### config.mk
export PLATFORM = sky130hd
export DESIGN_NAME = noc_inject_sched_flat
export DESIGN_NICKNAME = d
export VERILOG_FILES = /design/src/rtl/noc_inject_sched_pkg.sv /design/src/rtl/noc_inject_sched_if.sv /design/src/rtl/noc_inject_sched_rr_arbiter.sv /design/src/rtl/noc_inject_sched.sv /design/src/flat_wrapper.sv
export SDC_FILE = /design/constraint.sdc
export NUM_CORES = 1
export LEC_CHECK = 0
export ABC_AREA = 0
export BUFFER_PORTS_ARGS = -buffer_cell sky130_fd_sc_hd__buf_4
export CORE_ASPECT_RATIO = 0.9
export CORE_MARGIN = 4
export CORE_UTILIZATION = 44
export CTS_CLUSTER_DIAMETER = 50
export DETAILED_ROUTE_END_ITERATION = 16
export PLACE_DENSITY = 0.7
export SLEW_MARGIN = 15
export SYNTH_ARGS = -nofsm -noshare
export SYNTH_HDL_FRONTEND = slang
export SYNTH_SLANG_ARGS = --single-unit
export TNS_END_PERCENT = 100
### constraint.sdc
create_clock -name clk -period 5.6 [get_ports clk]
set_input_delay 0 -clock clk [delete_from_list [all_inputs] [get_ports clk]]
set_output_delay 0 -clock clk [all_outputs]
set_load 0.01 [all_outputs]
### src/rtl/noc_inject_sched_pkg.sv
// Shared NoC definitions: packet field slices, layer phase encoding,
// mesh size and PE node map. Imported by the injection scheduler slice.
package noc_pkg;

    localparam int unsigned WIDTH       = 35;
    localparam int unsigned NREQ        = 3;
    localparam int unsigned NNODE       = 16;
    localparam int unsigned NODE_W      = 4;
    localparam int unsigned CREDITS     = 2;
    localparam int unsigned FILTER_PKTS = 10;

    // Packet layout: [34:31] src, [30:27] dst, [26:24] type, [23:0] payload
    localparam int unsigned SRC_MSB     = 34;
    localparam int unsigned SRC_LSB     = 31;
    localparam int unsigned DST_MSB     = 30;
    localparam int unsigned DST_LSB     = 27;
    localparam int unsigned TYPE_MSB    = 26;
    localparam int unsigned TYPE_LSB    = 24;
    localparam int unsigned PAYLOAD_MSB = 23;
    localparam int unsigned PAYLOAD_LSB = 0;

    typedef enum logic [1:0] {
        PH_IDLE   = 2'd0,
        PH_FILTER = 2'd1,
        PH_RUN    = 2'd2
    } phase_t;

    // Mesh node address of each PE (one filter packet per PE per layer)
    localparam logic [NODE_W-1:0] PE_NODE [FILTER_PKTS] = '{
        4'h5, 4'h6, 4'h7, 4'h8, 4'h9, 4'hA, 4'hB, 4'hC, 4'hD, 4'hE
    };

    function automatic logic [NODE_W-1:0] pkt_dst(input logic [WIDTH-1:0] pkt);
        return pkt[DST_MSB:DST_LSB];
    endfunction

endpackage

### src/rtl/noc_inject_sched_if.sv
// Injection scheduler bus: requester packets in, one injection stream out,
// plus the credit return path from the router.
interface noc_inject_sched_if;
    import noc_pkg::*;

    logic [NREQ-1:0]       req_valid;
    logic [NREQ*WIDTH-1:0] req_data;
    logic [NREQ-1:0]       req_ready;
    logic                  out_valid;
    logic [WIDTH-1:0]      out_data;
    logic                  out_ready;
    logic                  credit_ret_valid;
    logic [NODE_W-1:0]     credit_ret_node;

    // Loaders / router side
    modport master (
        output req_valid, req_data, out_ready, credit_ret_valid, credit_ret_node,
        input  req_ready, out_valid, out_data
    );

    // Scheduler side
    modport slave (
        input  req_valid, req_data, out_ready, credit_ret_valid, credit_ret_node,
        output req_ready, out_valid, out_data
    );

endinterface

### src/rtl/noc_inject_sched_rr_arbiter.sv
// Generic N-way round-robin arbiter: one-hot grant of the first eligible
// requester at or after the pointer; pointer moves past the winner only
// when the grant is actually taken (grant_en).
module rr_arbiter #(
    parameter int unsigned N = 3
) (
    input  logic         clk,
    input  logic         rst,
    input  logic [N-1:0] eligible,
    input  logic         grant_en,
    output logic [N-1:0] grant
);

    localparam int unsigned PW = (N > 1) ? $clog2(N) : 1;

    logic [PW-1:0] ptr;
    logic [PW-1:0] win;
    logic          found;

    // Search eligible requesters starting at the pointer
    always_comb begin
        int unsigned idx;
        idx   = 0;
        grant = '0;
        win   = '0;
        found = 1'b0;
        for (int unsigned off = 0; off < N; off++) begin
            idx = (int'(ptr) + off) % N;
            if (!found && eligible[idx]) begin
                found      = 1'b1;
                grant[idx] = 1'b1;
                win        = PW'(idx);
            end
        end
    end

    // Advance pointer past the winner of a taken grant
    always_ff @(posedge clk) begin
        if (rst) begin
            ptr <= '0;
        end else if (grant_en && found) begin
            ptr <= (win == PW'(N - 1)) ? '0 : win + PW'(1);
        end
    end

endmodule

### src/rtl/noc_inject_sched.sv
// NoC injection scheduler: shares the local router input among the filter
// loader (req 0), ifmap loader (req 1) and spike writeback (req 2), enforcing
// filter-before-run layer phasing and per-destination credit flow control.
// Optional build macro: INJ_STATS_EN adds pkt_cnt / stall_cnt counters.
module noc_inject_sched
    import noc_pkg::*;
(
    input  logic                clk,
    input  logic                rst,
    input  logic                start,
    noc_inject_sched_if.slave   bus,
    output logic [1:0]          phase,
    output logic                filter_done,
    output logic                credit_err
`ifdef INJ_STATS_EN
    ,
    output logic [NREQ*16-1:0]  pkt_cnt,
    output logic [15:0]         stall_cnt
`endif
);

    localparam int unsigned CW  = $clog2(CREDITS + 1);
    localparam int unsigned FCW = $clog2(FILTER_PKTS + 1);

    phase_t              phase_q;
    logic [FCW-1:0]      filt_cnt;
    logic [CW-1:0]       credit [NNODE];
    logic                out_valid_q;
    logic [WIDTH-1:0]    out_data_q;

    logic [WIDTH-1:0]    pkt [NREQ];
    logic [NREQ-1:0]     mask;
    logic [NREQ-1:0]     eligible;
    logic [NREQ-1:0]     grant;
    logic [NREQ-1:0]     req_ready;
    logic                grant_en;
    logic                accept;
    logic [WIDTH-1:0]    win_pkt;
    logic [NNODE-1:0]    dec_vec;
    logic [NNODE-1:0]    inc_vec;

    // Phase mask: filter traffic only in FILTER, ifmap/spike only in RUN
    always_comb begin
        mask = '0;
        case (phase_q)
            PH_FILTER: mask = 3'b001;
            PH_RUN:    mask = 3'b110;
            default:   mask = '0;
        endcase
    end

    // Eligibility: valid, allowed by phase, destination has a credit
    always_comb begin
        eligible = '0;
        for (int unsigned i = 0; i < NREQ; i++) begin
            pkt[i]      = bus.req_data[i*WIDTH +: WIDTH];
            eligible[i] = bus.req_valid[i] && mask[i] && (credit[pkt_dst(pkt[i])] != '0);
        end
    end

    // A grant is only taken when the output register is free or draining
    assign grant_en  = !rst && (!out_valid_q || bus.out_ready);
    assign req_ready = grant & {NREQ{grant_en}};
    assign accept    = |req_ready;

    rr_arbiter #(.N(NREQ)) u_arb (
        .clk      (clk),
        .rst      (rst),
        .eligible (eligible),
        .grant_en (grant_en),
        .grant    (grant)
    );

    // Select the accepted packet and derive per-node credit events
    always_comb begin
        win_pkt = '0;
        for (int unsigned i = 0; i < NREQ; i++) begin
            win_pkt = win_pkt | (pkt[i] & {WIDTH{req_ready[i]}});
        end
        dec_vec = '0;
        inc_vec = '0;
        for (int unsigned n = 0; n < NNODE; n++) begin
            dec_vec[n] = accept && (pkt_dst(win_pkt) == NODE_W'(n));
            inc_vec[n] = bus.credit_ret_valid && (bus.credit_ret_node == NODE_W'(n));
        end
    end

    // Layer phase FSM and filter packet counter
    always_ff @(posedge clk) begin
        if (rst) begin
            phase_q  <= PH_IDLE;
            filt_cnt <= '0;
        end else if (start) begin
            phase_q  <= PH_FILTER;
            filt_cnt <= '0;
        end else if (phase_q == PH_FILTER && req_ready[0]) begin
            filt_cnt <= filt_cnt + FCW'(1);
            if (filt_cnt == FCW'(FILTER_PKTS - 1)) begin
                phase_q <= PH_RUN;
            end
        end
    end

    assign filter_done = (phase_q == PH_FILTER) && req_ready[0] &&
                         (filt_cnt == FCW'(FILTER_PKTS - 1));
    assign phase       = phase_q;

    // Output register: load on accept, empty once drained
    always_ff @(posedge clk) begin
        if (rst) begin
            out_valid_q <= 1'b0;
            out_data_q  <= '0;
        end else if (accept) begin
            out_valid_q <= 1'b1;
            out_data_q  <= win_pkt;
        end else if (bus.out_ready) begin
            out_valid_q <= 1'b0;
        end
    end

    assign bus.out_valid = out_valid_q;
    assign bus.out_data  = out_data_q;
    assign bus.req_ready = req_ready;

    // Per-destination credit counters and sticky over-return flag
    always_ff @(posedge clk) begin
        if (rst) begin
            for (int unsigned n = 0; n < NNODE; n++) begin
                credit[n] <= CW'(CREDITS);
            end
            credit_err <= 1'b0;
        end else begin
            for (int unsigned n = 0; n < NNODE; n++) begin
                if (dec_vec[n] && !inc_vec[n]) begin
                    credit[n] <= credit[n] - CW'(1);
                end else if (inc_vec[n] && !dec_vec[n]) begin
                    if (credit[n] == CW'(CREDITS)) begin
                        credit_err <= 1'b1;
                    end else begin
                        credit[n] <= credit[n] + CW'(1);
                    end
                end
            end
        end
    end

`ifdef INJ_STATS_EN
    logic [15:0] pkt_q [NREQ];
    logic [15:0] stall_q;

    // Saturating accept and backpressure-cycle counters
    always_ff @(posedge clk) begin
        if (rst || start) begin
            for (int unsigned i = 0; i < NREQ; i++) begin
                pkt_q[i] <= '0;
            end
            stall_q <= '0;
        end else begin
            for (int unsigned i = 0; i < NREQ; i++) begin
                if (req_ready[i] && pkt_q[i] != '1) begin
                    pkt_q[i] <= pkt_q[i] + 16'd1;
                end
            end
            if (out_valid_q && !bus.out_ready && stall_q != '1) begin
                stall_q <= stall_q + 16'd1;
            end
        end
    end

    // Flatten per-requester counts onto the output bus
    always_comb begin
        pkt_cnt = '0;
        for (int unsigned i = 0; i < NREQ; i++) begin
            pkt_cnt[i*16 +: 16] = pkt_q[i];
        end
    end

    assign stall_cnt = stall_q;
`endif

endmodule

### src/flat_wrapper.sv
// flat-port wrapper written by rule: the top's interface ports become plain ports
module noc_inject_sched_flat import noc_pkg::*;
  (clk, rst, start, phase, filter_done, credit_err, bus_req_valid, bus_req_data, bus_out_ready, bus_credit_ret_valid, bus_credit_ret_node, bus_req_ready, bus_out_valid, bus_out_data);
  noc_inject_sched_if bus_i ();
  input  logic clk;
  input  logic rst;
  input  logic start;
  output logic [1:0] phase;
  output logic filter_done;
  output logic credit_err;
  input wire logic [$bits(bus_i.req_valid)-1:0] bus_req_valid;
  input wire logic [$bits(bus_i.req_data)-1:0] bus_req_data;
  input wire logic [$bits(bus_i.out_ready)-1:0] bus_out_ready;
  input wire logic [$bits(bus_i.credit_ret_valid)-1:0] bus_credit_ret_valid;
  input wire logic [$bits(bus_i.credit_ret_node)-1:0] bus_credit_ret_node;
  output wire logic [$bits(bus_i.req_ready)-1:0] bus_req_ready;
  output wire logic [$bits(bus_i.out_valid)-1:0] bus_out_valid;
  output wire logic [$bits(bus_i.out_data)-1:0] bus_out_data;
  assign bus_i.req_valid = bus_req_valid;
  assign bus_i.req_data = bus_req_data;
  assign bus_i.out_ready = bus_out_ready;
  assign bus_i.credit_ret_valid = bus_credit_ret_valid;
  assign bus_i.credit_ret_node = bus_credit_ret_node;
  assign bus_req_ready = bus_i.req_ready;
  assign bus_out_valid = bus_i.out_valid;
  assign bus_out_data = bus_i.out_data;
  noc_inject_sched u_core (.clk(clk), .rst(rst), .start(start), .bus(bus_i), .phase(phase), .filter_done(filter_done), .credit_err(credit_err));
endmodule
==> Word-level counts from Yosys, hierarchy flattened <==
Memories as Yosys holds them, arrays and structs flattened.
Index checks and enable logic that the tools add are counted.
{ "op_classes": {"n_addsub": 36, "div_mod_pow": 3, "magnitude_cmp": 6, "eq_ne": 50, "muxes": 241, "bitwise": 40, "reduce_logical": 128} }
{ "op_table": {"columns": ["op", "n"], "rows": [
  ["$mux 1", 195],
  ["$and 35x35->35", 3],
  ["$ge 32x1->1 const B", 3],
  ["$lt 32x3->1 const B", 3],
  ["$logic_and 1x1->1", 79],
  ["$mux 2", 36],
  ["$or 35x35->35", 2],
  ["$eq 4x4->1 const B", 17],
  ["$mod 32x2->32 const B", 2],
  ["$eq 2x2->1 const B", 18],
  ["$logic_not 1->1", 36],
  ["$add 2x1->2 const B", 17],
  ["$eq 4x3->1 const B", 8],
  ["$mod 2x2->32 const B", 1],
  ["$or 1x1->1", 32],
  ["$sub 2x1->2 const B", 16],
  ["$eq 4x2->1 const B", 4],
  ["$reduce_bool 2->1", 6],
  ["$mux 3", 3],
  ["$eq 4x1->1 const B", 2],
  ["$logic_not 4->1", 2],
  ["$bmux 1 s2", 3],
  ["$demux 1 s2", 3],
  ["$or 3x3->3", 2],
  ["10 further kinds", 11]
]} }
{ "totals": {"ff_bits": 45, "mem_bits_rw": 32, "memories": 1} }
{ "memory_table": {"columns": ["memory", "depth", "width", "read_ports", "rd_ports_with_merged_regs", "wr", "line", "text"], "rows": [
  ["u_core.credit", 16, 2, 19, 0, 16, "noc_inject_sched.sv:27", "logic [CW-1:0] credit [NNODE];"]
]} }

==> Longest topological paths before layout <==
{ "depth": {"depth_word": 71, "mapped_depth": 17, "mapped_depth_nobuf": 14} }

==> By module <==
Synthesis repeated with hierarchy kept, for this count alone.
{ "hier_totals": {"cells_unflattened": 571, "hier_area_um2": 5186.2} }
{ "by_module_without_submodules": {"columns": ["module", "n_inst", "cells_each", "area_each_um2", "seq_area_each_um2"], "rows": [
  ["noc_inject_sched", 1, 509, 4730.8, 1821.7],
  ["rr_arbiter", 1, 62, 455.4, 40.0]
]} }

==> Worst setup path before layout <==
No wires, ideal clock.
{ "synth_timing": {"kind": "register to register", "from": "mem u_core.credit[4][1] (netlist name)", "to": "mem u_core.credit[0][0] (netlist name) (enable)", "setup_time_ps": 300, "arrival_ps": 3587, "setup_slack_ps": 1712, "stages_incl_launch_ff": 15, "path_buffers": 1, "synth_period_minus_slack_ps": 3888, "path_cell_list": "edfxtp_1 or3b_2 a2111oi_1 a311o_2 nor4_2 a2111o_2 and2_1 o221ai_1 buf_2 o21ai_0 nand4_1 nor2_1 or2_2 nand2b_1 nand3_1"} }
{ "synth_lines": {"columns": ["item", "line"], "rows": [
  ["start: declaration", "noc_inject_sched.sv:27"]
]} }

==> impl_metrics.env <==
export IMPL_hold_depth=3
export IMPL_slew_viol_final=0
export IMPL_place_hpwl_um=13800
export IMPL_fp_row_count=37
export IMPL_cts_setup_buffers=0
export IMPL_via_per_inst=6.16
export IMPL_ctsResizeCount=0
export IMPL_hold_violations=0
export IMPL_worst_pin_slew_ps=1170
export IMPL_skew_ps=14.4
export IMPL_vdd_drop_max_mv=0.139
export IMPL_reg2reg_depth=12
export IMPL_nets=946
export IMPL_netlist_area_sq_mm=0.00535
export IMPL_die_h_um=113
export IMPL_post_route_period_util_pct=85.5
export IMPL_drive_gt1_share_pct=24.5
export IMPL_clockBufferDepth=2
export IMPL_r2r_slack_ps=810
export IMPL_synthDistinctLibCells=75
export IMPL_grt_pass1_wl_um=30300
export IMPL_yosysSeqAreaShare_pct=34.8
export IMPL_die_w_um=124
export IMPL_ant_nets=0
export IMPL_required_ps=5760
export IMPL_clk_pin_slew_ps=70
export IMPL_path_buf_inv=0
export IMPL_synth_fp_nets=767
export IMPL_p_per_area_mw_per_mm2=197
export IMPL_rsz0062_at_grt="false"
export IMPL_vias=6054
export IMPL_fin_tns_setup_ps=0
export IMPL_cts_htree_levels=3
export IMPL_timing_rr_end="u_core.credit[8][0]"
export IMPL_grt_start_max_net_pins=69
export IMPL_drt_wl_total_um=19600
export IMPL_antenna_found_initial=0
export IMPL_die_area_sq_mm=0.0140
export IMPL_core_sq_mm=0.0117
export IMPL_yosys_cell_count_top_type="nand2_1"
export IMPL_synth_edf_count=32
export IMPL_synth_top_area_share_pct=17.9
export IMPL_ios=160
export IMPL_fmax_mhz=209
export IMPL_initial_core_util_pct=45.9
export IMPL_crit_family="simple AND/OR/NAND/NOR gates"
export IMPL_startpoint_type="flop"
export IMPL_cp_slowest_cell="nor3_1"
export IMPL_arrival_ps=4940
export IMPL_p_leak_nw=2.71
export IMPL_postSynthAreaPerCell_sq_um=8.33
export IMPL_grt_pass1_vias=5835
export IMPL_hp_class="input pin to flop"
export IMPL_crit_fanout=9
export IMPL_synth_area_leaders="edfxtp_1 18%, dfxtp_1 17%, a222oi_1 6.5%"
export IMPL_slew_headroom_pct=21.6
export IMPL_endpoint_kind="flop"
export IMPL_fin_util_pct=63.5
export IMPL_total_power_w=0.00146
export IMPL_cts_hold_buffers_added=49
export IMPL_cp_common_cell="nand2b_1"
export IMPL_drc=0
export IMPL_antenna_cells=0
export IMPL_cts_root_buf="clkbuf_16"
export IMPL_io_buffers=159
export IMPL_worstSkewPairLatency_ps=340
export IMPL_hold_end="u_core.bus.out_data[4]"
export IMPL_cts_made_buffers=9
export IMPL_first_pass_iters=10
export IMPL_synth_cells=643
export IMPL_status="finished clean"
export IMPL_drtIter0Drc=934
export IMPL_synthFlopType="dfxtp_1"
export IMPL_cts_tree="yes"
export IMPL_worstHoldStart="bus_req_data[39]"
export IMPL_crit_type="flop to flop"
export IMPL_routabilityCongestion=0.986
export IMPL_timing_rr_start="u_core.credit[11][1]"
export IMPL_wl_per_cell_um=19.9
export IMPL_setup_violations=0
export IMPL_synthTopCellsByCount="75 x nand2_1, 60 x a21oi_1, 54 x nor2_1"
export IMPL_track_usage_pct=26.5
export IMPL_final_cells=983
export IMPL_synth_area_leader_cell="edfxtp_1"
export IMPL_ys_ff_latch=77
export IMPL_yosys_warnings=0
export IMPL_period_minus_slack_ps=4790
export IMPL_maxCapViolations=0
export IMPL_grt_ovfl_total=0
export IMPL_area_growth_pct=38.3
export IMPL_cts_sinks=77
export IMPL_synthArstFlopShare_pct=0
export IMPL_critPathMaxStageDelay_ps=700
export IMPL_path_cells="nor4bb_1 > nor4_1 > o2111ai_1 > nor3_1 > nand2b_1 > a311oi_2 > or2_1 > a222oi_1 > nand2b_1 > nor2_1 > or3_1 > a211oi_1"
export IMPL_placed_cells=918
-- how the worst max path moves through the flow --
stage | start | slack, ps | end | depth (start not counted)
global route | u_core.credit[10][0] | 570 | u_core.credit[8][0] | 12
detailed placement | u_core.credit[10][0] | 1020 | u_core.credit_err | 13
floorplan | u_core.credit[4][1] | 1710 | u_core.credit[0][0] | 14
finish | u_core.credit[11][1] | 810 | u_core.credit[8][0] | 12
global placement | u_core.credit[10][0] | 1130 | u_core.credit_err | 13
CTS | u_core.credit[10][0] | 990 | u_core.credit[8][0] | 12
-- cell families after synthesis --
kind of cell,synth area share (%)
AO/OA/AOI/OAI,26.3
XOR/XNOR,2.94
adder cells (fa/ha/maj),1.64
buffers and inverters,5.00
flip-flops,34.8
multiplexers,3.01
AND/OR/NAND/NOR,26.3
-- placed cells by master (no fill, tap or decap), drive strengths merged, types with 32 or more instances in the layout --
master,n
buf,165
nand2,75
a21oi,61
nor2,54
dlygate4sd3,49
dfxtp,45
a222oi,35
o21ai,33
edfxtp,32
nor3,32
-- sequential cells by signal, summed over array words and instances (netlist names) --
name	count
u_core.bus.out_data	35
u_core.bus.out_valid	1
u_core.credit	32
u_core.credit_err	1
u_core.filt_cnt	4
u_core.phase	2
u_core.u_arb.ptr	2
-- per-layer routing --
metal	GRT usage [%]	share of wire [%]	up-vias	wire length (um)
met5	0	0	-	0
met4	10.1	3.1	0	616
met3	5.28	8.1	63	1590
met2	44.2	49	302	9560
met1	34.1	40	2896	7810
li1	-	-	2793	-
-- final cells by class --
class | count | area, sq um
fillers | 982 | 4260
multi-input cells | 503 | 3250
flip-flops and latches | 77 | 1860
repair buffers | 214 | 1730
clock buffers | 11 | 264
well taps | 156 | 195
inverters | 17 | 63.8
clock inverters | 5 | 40.0
-- stage by stage --
step	setup slack (ps)	instance area [sq um]	hold WS [ps]
after floorplan	1710	5350	77.4
after global placement	1130	6610	220
after detailed placement	1020	6610	229
after CTS	986	7400	1.95
after global routing	568	7400	13.1
final	812	7400	1.28
-- worst register-to-register path: stages, from the launching register on --
cell and delay [ps]:
edfxtp_1 430, nor4bb_1 80, nor4_1 450, o2111ai_1 290
nor3_1 700, nand2b_1 220, a311oi_2 200, or2_1 360
a222oi_1 600, nand2b_1 420, nor2_1 150, or3_1 400
a211oi_1 300
-- power breakdown --
part | switching (W) | internal (W)
Clock | 0.000244 | 0.000343
Sequential | 0.0000211 | 0.000604
Combinational | 0.000120 | 0.000126
Total | 0.000385 | 0.00107
Note: power is estimated with default switching activity, not from simulation.
